$ cat src/rtl/pipe_scoreboard.sv
// ID-stage hazard/forwarding scoreboard: tracks in-flight writes over DEPTH stages
// and emits per-operand forward selects or an ID stall. Define PIPE_FWD_EN to enable forwarding.
module pipe_scoreboard #(
  parameter int NUM_SRC  = 2,
  parameter int DEPTH    = 3,
  parameter int REG_AW   = 5,
  parameter int ALU_RDY  = 2,
  parameter int LOAD_RDY = 3,
  localparam int SELW    = $clog2(DEPTH + 1)
) (
  input  logic                      Clk,
  input  logic                      Reset,
  input  logic                      id_valid,
  input  logic [NUM_SRC*REG_AW-1:0] id_src_addr,
  input  logic [NUM_SRC-1:0]        id_src_used,
  input  logic [REG_AW-1:0]         id_dst_addr,
  input  logic                      id_dst_wr,
  input  logic                      id_is_load,
  input  logic                      flush,
  output logic                      stall,
  output logic [NUM_SRC*SELW-1:0]   fwd_sel,
  output logic [31:0]               stall_cnt
);

  localparam int RDY_MAX = (LOAD_RDY > ALU_RDY) ? LOAD_RDY : ALU_RDY;
  localparam int RDYW    = $clog2(RDY_MAX + 1);

  logic              vld_reg [1:DEPTH];
  logic [REG_AW-1:0] dst_reg [1:DEPTH];
`ifdef PIPE_FWD_EN
  logic [RDYW-1:0]   rdy_reg [1:DEPTH];
`else
  logic              unused_load;
  assign unused_load = id_is_load;
`endif

  logic [NUM_SRC-1:0] src_stall;
  logic               accept;
  logic [31:0]        stall_cnt_reg;
  logic [31:0]        stall_cnt_next;

  // Flush squashes the ID instruction, so it must never also hold the front end.
  assign stall  = (|src_stall) & ~flush;
  assign accept = id_valid & ~stall & ~flush;

  genvar gi;
  generate
    for (gi = 0; gi < NUM_SRC; gi++) begin : g_src
      logic [REG_AW-1:0] src;
      logic              chk;
      logic              hit;
      logic              hit_ready;
      logic [SELW-1:0]   hit_k;

      assign src = id_src_addr[gi*REG_AW +: REG_AW];
      assign chk = id_valid & id_src_used[gi] & (src != '0);

      // Scan oldest to youngest so the youngest matching stage is the last writer.
      always_comb begin
        hit       = 1'b0;
        hit_ready = 1'b0;
        hit_k     = '0;
        for (int k = DEPTH; k >= 1; k--) begin
          if (vld_reg[k] && (dst_reg[k] == src)) begin
            hit   = 1'b1;
            hit_k = SELW'(k);
`ifdef PIPE_FWD_EN
            hit_ready = (k >= int'(rdy_reg[k]));
`else
            hit_ready = (k == DEPTH);
`endif
          end
        end
      end

      assign src_stall[gi] = chk & hit & ~hit_ready;
`ifdef PIPE_FWD_EN
      assign fwd_sel[gi*SELW +: SELW] = (chk & hit & hit_ready) ? hit_k : '0;
`else
      // The last stage writes the regfile before ID reads it, so no select is needed.
      assign fwd_sel[gi*SELW +: SELW] = '0;
`endif
    end

    for (gi = 2; gi <= DEPTH; gi++) begin : g_shift
      always_ff @(posedge Clk or negedge Reset) begin
        if (!Reset) begin
          vld_reg[gi] <= 1'b0;
          dst_reg[gi] <= '0;
`ifdef PIPE_FWD_EN
          rdy_reg[gi] <= '0;
`endif
        end else begin
          vld_reg[gi] <= vld_reg[gi-1];
          dst_reg[gi] <= dst_reg[gi-1];
`ifdef PIPE_FWD_EN
          rdy_reg[gi] <= rdy_reg[gi-1];
`endif
        end
      end
    end
  endgenerate

  always_ff @(posedge Clk or negedge Reset) begin
    if (!Reset) begin
      vld_reg[1] <= 1'b0;
      dst_reg[1] <= '0;
`ifdef PIPE_FWD_EN
      rdy_reg[1] <= '0;
`endif
    end else begin
      vld_reg[1] <= accept & id_dst_wr & (id_dst_addr != '0);
      dst_reg[1] <= id_dst_addr;
`ifdef PIPE_FWD_EN
      rdy_reg[1] <= id_is_load ? RDYW'(LOAD_RDY) : RDYW'(ALU_RDY);
`endif
    end
  end

  always_comb begin
    stall_cnt_next = stall_cnt_reg;
    if (stall && (stall_cnt_reg != 32'hFFFF_FFFF)) begin
      stall_cnt_next = stall_cnt_reg + 32'd1;
    end
  end

  always_ff @(posedge Clk or negedge Reset) begin
    if (!Reset) begin
      stall_cnt_reg <= '0;
    end else begin
      stall_cnt_reg <= stall_cnt_next;
    end
  end

  assign stall_cnt = stall_cnt_reg;

endmodule

$ cat config.mk
export PLATFORM = sky130hd
export DESIGN_NAME = pipe_scoreboard
export DESIGN_NICKNAME = d
export VERILOG_FILES = /design/src/rtl/pipe_scoreboard.sv
export SDC_FILE = /design/constraint.sdc
export NUM_CORES = 1
export LEC_CHECK = 0
export ABC_AREA = 1
export BUFFER_PORTS_ARGS = -buffer_cell sky130_fd_sc_hd__buf_4
export CORE_MARGIN = 10
export CORE_UTILIZATION = 50
export DETAILED_ROUTE_END_ITERATION = 16
export PLACE_DENSITY = 0.76
export SLEW_MARGIN = 40
export SYNTH_ARGS = -nofsm -noshare
export SYNTH_HDL_FRONTEND = slang
export SYNTH_SLANG_ARGS = --single-unit
export TNS_END_PERCENT = 100
$ cat constraint.sdc
create_clock -name Clk -period 1.84 [get_ports Clk]
set_clock_uncertainty 0.15 [all_clocks]
set_input_delay 0.368 -clock Clk [delete_from_list [all_inputs] [get_ports Clk]]
set_output_delay 0.368 -clock Clk [all_outputs]
set_load 0.005 [all_outputs]
# After elaboration in Yosys (flattened, before gate mapping)
# Index checks and enable logic that the tools add are counted.
[classes] magnitude_cmp=0 div=0 n_mux=10 multipliers=0 eq_ne=7 n_bitwise=17 shifts=0 reduce_logical=11 n_addsub=1
[op_table] operator="$add A32 B1 Y32 const B" n=1
[op_table] operator="$ne A32 B32 Y1 const B" n=1
[op_table] operator="$eq A5 B5 Y1" n=6
[op_table] operator="$reduce_bool A5 Y1" n=3
[op_table] operator="$and A1 B1 Y1" n=13
[op_table] operator="$mux W1" n=10
[op_table] operator="$logic_and A1 B1 Y1" n=7
[op_table] operator="$not A1 Y1" n=4
[op_table] operator="$reduce_or A2 Y1" n=1
[totals] latchBits=0 out_inout_bits=37 mem_count=0 reg_bits=50 mem_bits_rw=0 word_cells=53 input_bits=23 rom_bits=0

# Longest topological paths before layout
[logic_depth] ltp_word=14 depth_mapped=12 ltp_nobuf=11

# Least setup slack after synthesis
# OpenSTA, ideal clock, no wires.
[synth_timing] path_type="reg2reg" from="reg stall_cnt_reg[0], in the netlist stall_cnt[0]" to="reg stall_cnt_reg[10], in the netlist stall_cnt[10]" synth_period_minus_slack_ps=1867 slack_ps=-27 stages_incl_launch_ff=10 t_arrival_ps=1600 path_buffers=1 path_cell_list="dfrtp_1 -> ha_1 -> nand3_2 -> nor2_4 -> nand3_2 -> nor2_2 -> nand3_2 -> buf_2 -> nand4_1 -> nand2_1"
[synth_between] elab_chain_len=2 elab_cells_between_ends=3 cone_classes="add/sub: 1; eq/ne: 1; reduce/logical: 1"
[synth_lines] element="start: declaration" line="39" source="logic [31:0] stall_cnt_reg;"
[synth_lines] element="start signal: assignment" line="131" source="stall_cnt_reg <= stall_cnt_next;"
[synth_lines] element="parallel branches: the longest is 2 deep, another holds $add A32 B1 Y32"
# Parallel ways; which one is timed is not known.
# A chain may end at the register's enable or synchronous reset.

# Final worst setup path
[layout_timing] from="reg dst_reg[13] (netlist bit)" to="out stall"
[layout_between] elab_chain_len=7 elab_cells_between_ends=16 cone_classes="eq/ne: 2; mux: 4; bitwise: 7; reduce/logical: 3"
[layout_lines] element="start: declaration" line="29" source="logic [REG_AW-1:0] dst_reg [1:DEPTH];"
[layout_lines] element="$eq A5 B5 Y1" line="64" source="if (vld_reg[k] && (dst_reg[k] == src)) begin"
[layout_lines] element="$logic_and A1 B1 Y1" line="64"
[layout_lines] element="$mux W1" line="64"
[layout_lines] element="$and A1 B1 Y1 or $not A1 Y1 (tied branches)" line="76" source="assign src_stall[gi] = chk & hit & ~hit_ready;"
[layout_lines] element="$and A1 B1 Y1" line="76"
[layout_lines] element="$reduce_or A2 Y1 (*)" line="43" source="assign stall = (|src_stall) & ~flush;"
[layout_lines] element="$and A1 B1 Y1 (*)" line="43"
[layout_lines] element="end: declaration" line="20" source="output logic stall,"
# Mark *: on every way between the ends. The rest lies on a longest branch, timed or not.

==> qor.csv <==
stage,metric,value,unit
route,via/cell ratio,5.23,
route,Routed WL,8.84,mm
setup_path,cell family with most CP delay,flip-flops,
pwr,Net Sw Frac,25.3,%
route,average wire per standard cell,13.9,microns
global_routing,largest net degree at the start of global routing,45,
global_routing,initial antenna violation count,0,
pwr,Leak,2.07,nW
setup_path,max incr delay on CP,0.42,ns
placed_design,Final GP Congestion,0.958,
pwr,sw power,0.465,mW
sta,setup violators final,27,
cts,Worst-Skew Late Latency,0.30,ns
status,failing checks,setup timing,
setup_path,crit-path max FO,3,
logic_synthesis,syn_area_per_cell,6.44,sq um
die,I/O pin count,60,
cts,CTS Sinks,44,
sta,post-layout min period,2.06,ns
setup_path,critical path buffer and inverter count,2,
sta,final hold violations,0,
die,Die X,97.7,microns
logic_synthesis,XOR/XNOR share of the synthesized area,4.36,%
finish,Ant. Diodes,0,
global_routing,global-route wire length before repair,14.7,mm
sta,setup total negative slack,-0.678,ns
setup_path,Most common cell on crit path,nand2_1,
global_routing,GRT Overall Usage,18.1,%
logic_synthesis,Simple-Gate Fraction of Synth Area,50.3,%
pwr,internal power,1.37,mW
logic_synthesis,Synth Area in Compound Gates,0.747,%
setup_path,Worst Path Required,1.32,ns
setup_path,CP Capture Type,output pin,
logic_synthesis,Post-Synth Adder-Cell Area,0.415,%
sta,Tcrit/Tclk final,112,%
logic_synthesis,largest family of logic cells by synthesized area,simple AND/OR/NAND/NOR gates,
placed_design,IO Port Bufs,54,
finish,"commonest non-fill, non-tap cells in the layout","nand2_1 (217), buf_4 (95), nor2_1 (63)",
setup_path,Worst setup SP type,flop,
cts,clk slew on worst S/H paths,0.08,ns
route,Routed Antenna Nets,0,
route,DRT iter0 DRCs,185,
die,full die area,0.00954,sq mm
setup_path,slowest library cell on the worst path,dfrtp_1,
die,die height,97.7,microns
logic_synthesis,post-synthesis cell count,468,
die,CORE AREA,0.00589,sq mm
finish,"Cell Count, Final, Fillers Out",636,
pwr,clock share of power,34.8,%
sta,Slew headroom,63.0,%
logic_synthesis,synthesized cell area,0.00302,sq mm
logic_synthesis,multiplexer area fraction after synthesis,0,%
finish,Layout area overhead,29.6,%
pwr,Pwr Density,470,mW/mm^2
logic_synthesis,"FF+latch count, synth",44,
route,via count,3324,
sta,Max Transition Viols Final,0,
cts,Root Driver,clkbuf_8,
sta,max frequency,486,MHz
route,residual DRC count,0,
die,row count,28,
cts,TritonCTS buffer count,5,
placed_design,cell count after placement,623,
sta,final worst slack,-0.217,ns
sta,RSZ-0062 raised after global routing,true,
status,run status,"complete, but fails checks",
logic_synthesis,count of different cell masters after synthesis,23,
min_path,hold crit path type,in2reg,
sta,transition time of the tightest slew-check pin,0.555,ns
logic_synthesis,Ys Warns,0,
cts,CTS max path bufs,2,
pwr,peak supply drop,0.000459,V
cts,H-Tree Depth,2,
die,initial core utilization,51.2,%
global_routing,number of global-route vias before repair,3099,
pwr,share of power burned in registers,54.5,%
logic_synthesis,register area share after synthesis,36.5,%
route,drt pass-1 iters,5,
setup_path,CP cell instances,buf_4 > nand2_1 > nand2_1 > nor2_1 > nand3_1 > nand2_1 > nand2_2 > a21boi_2 > buf_4,
setup_path,WP data arrival,1.54,ns
pwr,Combinational Power Share,10.6,%
finish,max reg flops,32,
cts,TritonCTS clock tree,built,
placed_design,DP Wirelength,6.91,mm
finish,"commonest non-fill, non-tap cell in the layout",nand2_1,
finish,NumNets Final,584,
setup_path,crit path kind,reg2out,
finish,share of cells above drive strength 1,21.9,%
global_routing,total gr overflow,0,
placed_design,dpl ws,-0.0521,ns
run,max-cap violation count,0,
## synth_stat cells
cell type	instances	share of area (%)
nor2_2	2	0.41
a21boi_0	1	0.25
nor2_1	69	8.6
nor2_4	1	0.37
nand4_1	34	7.1
buf_4	4	1.0
clkbuf_1	5	0.62
nand2_2	1	0.21
dfrtp_1	44	37
xor2_1	11	3.2
xnor2_1	4	1.2
nand3_2	4	1.3
ha_1	1	0.41
conb_1	1	0.12
buf_6	3	1.1
nand3_1	9	1.5
inv_1	33	4.1
nor3_1	1	0.17
o21ai_0	3	0.50
nand2_1	219	27
nand3b_1	13	3.2
buf_2	4	0.66
nor4_1	1	0.21
## cell type report
class | instances | area [sq um]
inverter | 33 | 124
fill | 540 | 1980
multi-input combinational | 378 | 1740
clock buffer | 7 | 86.3
clock inverter | 1 | 7.51
timing repair buffer | 98 | 754
sequential | 44 | 1100
tap | 75 | 93.8
## cell families after synthesis
logic type	count (synthesis)
compound gates	4
xor+xnor	15
fa+ha+maj	1
buf+inv	49
flops	44
other cells	1
simple gates	354
## through the flow
step	area (sq um)	hold WS (ns)	util, %	total power [mW]
floorplan	3040	-0.0776	-	1.11
global placement	3740	0.242	63.6	1.20
detailed placement	3740	0.247	63.6	1.21
CTS	3870	0.0273	65.8	1.85
global route	3910	0.0204	66.4	1.92
finish	3910	0.0320	66.4	1.84
## power groups by stage
stage                     clock (mW)  combinational (mW)  sequential, mW
after detailed placement           0               0.186            1.02
final                          0.639               0.195            1.00
after CTS                      0.657               0.190            1.00
after global routing           0.695               0.220            1.00
after global placement             0               0.181            1.02
after floorplan                    0              0.0876            1.02
## routing by layer
layer,global-route usage [%],up-vias,wire (microns)
met1,23.3,1549,4090
li1,-,1650,-
met3,3.70,10,494
met4,5.26,0,108
met5,0,-,0
met2,29.7,115,4140
## worst paths after layout
path,startpoint,endpoint,slack [ns],cells after the start
hold reg to reg,vld_reg[2],vld_reg[1],0.27,0
max in group asynchronous,Reset,stall_cnt[0],0.71,2
hold / removal,id_dst_addr[0],dst_reg[10],0.03,1
min in group asynchronous,Reset,stall_cnt[21],0.45,2
setup reg to reg,dst_reg[13],stall_cnt[6],-0.03,13
setup / recovery,dst_reg[13],stall,-0.22,9
## worst register-to-register path, delay by kind of cell, from the launching register on
family        cells  cell delay [ns]
simple gates     10             0.84
buf+inv           3             0.39
flops             1             0.40
## timing repair
item                                    CTS  global route
pin swaps                                 5             2
endpoints found under the setup margin    4            34
setup buffers                             1             3
hold buffers                              1             0
endpoints found under the hold margin    44             0
resized for setup                         6             6
Power figures use the tool's default switching activity.
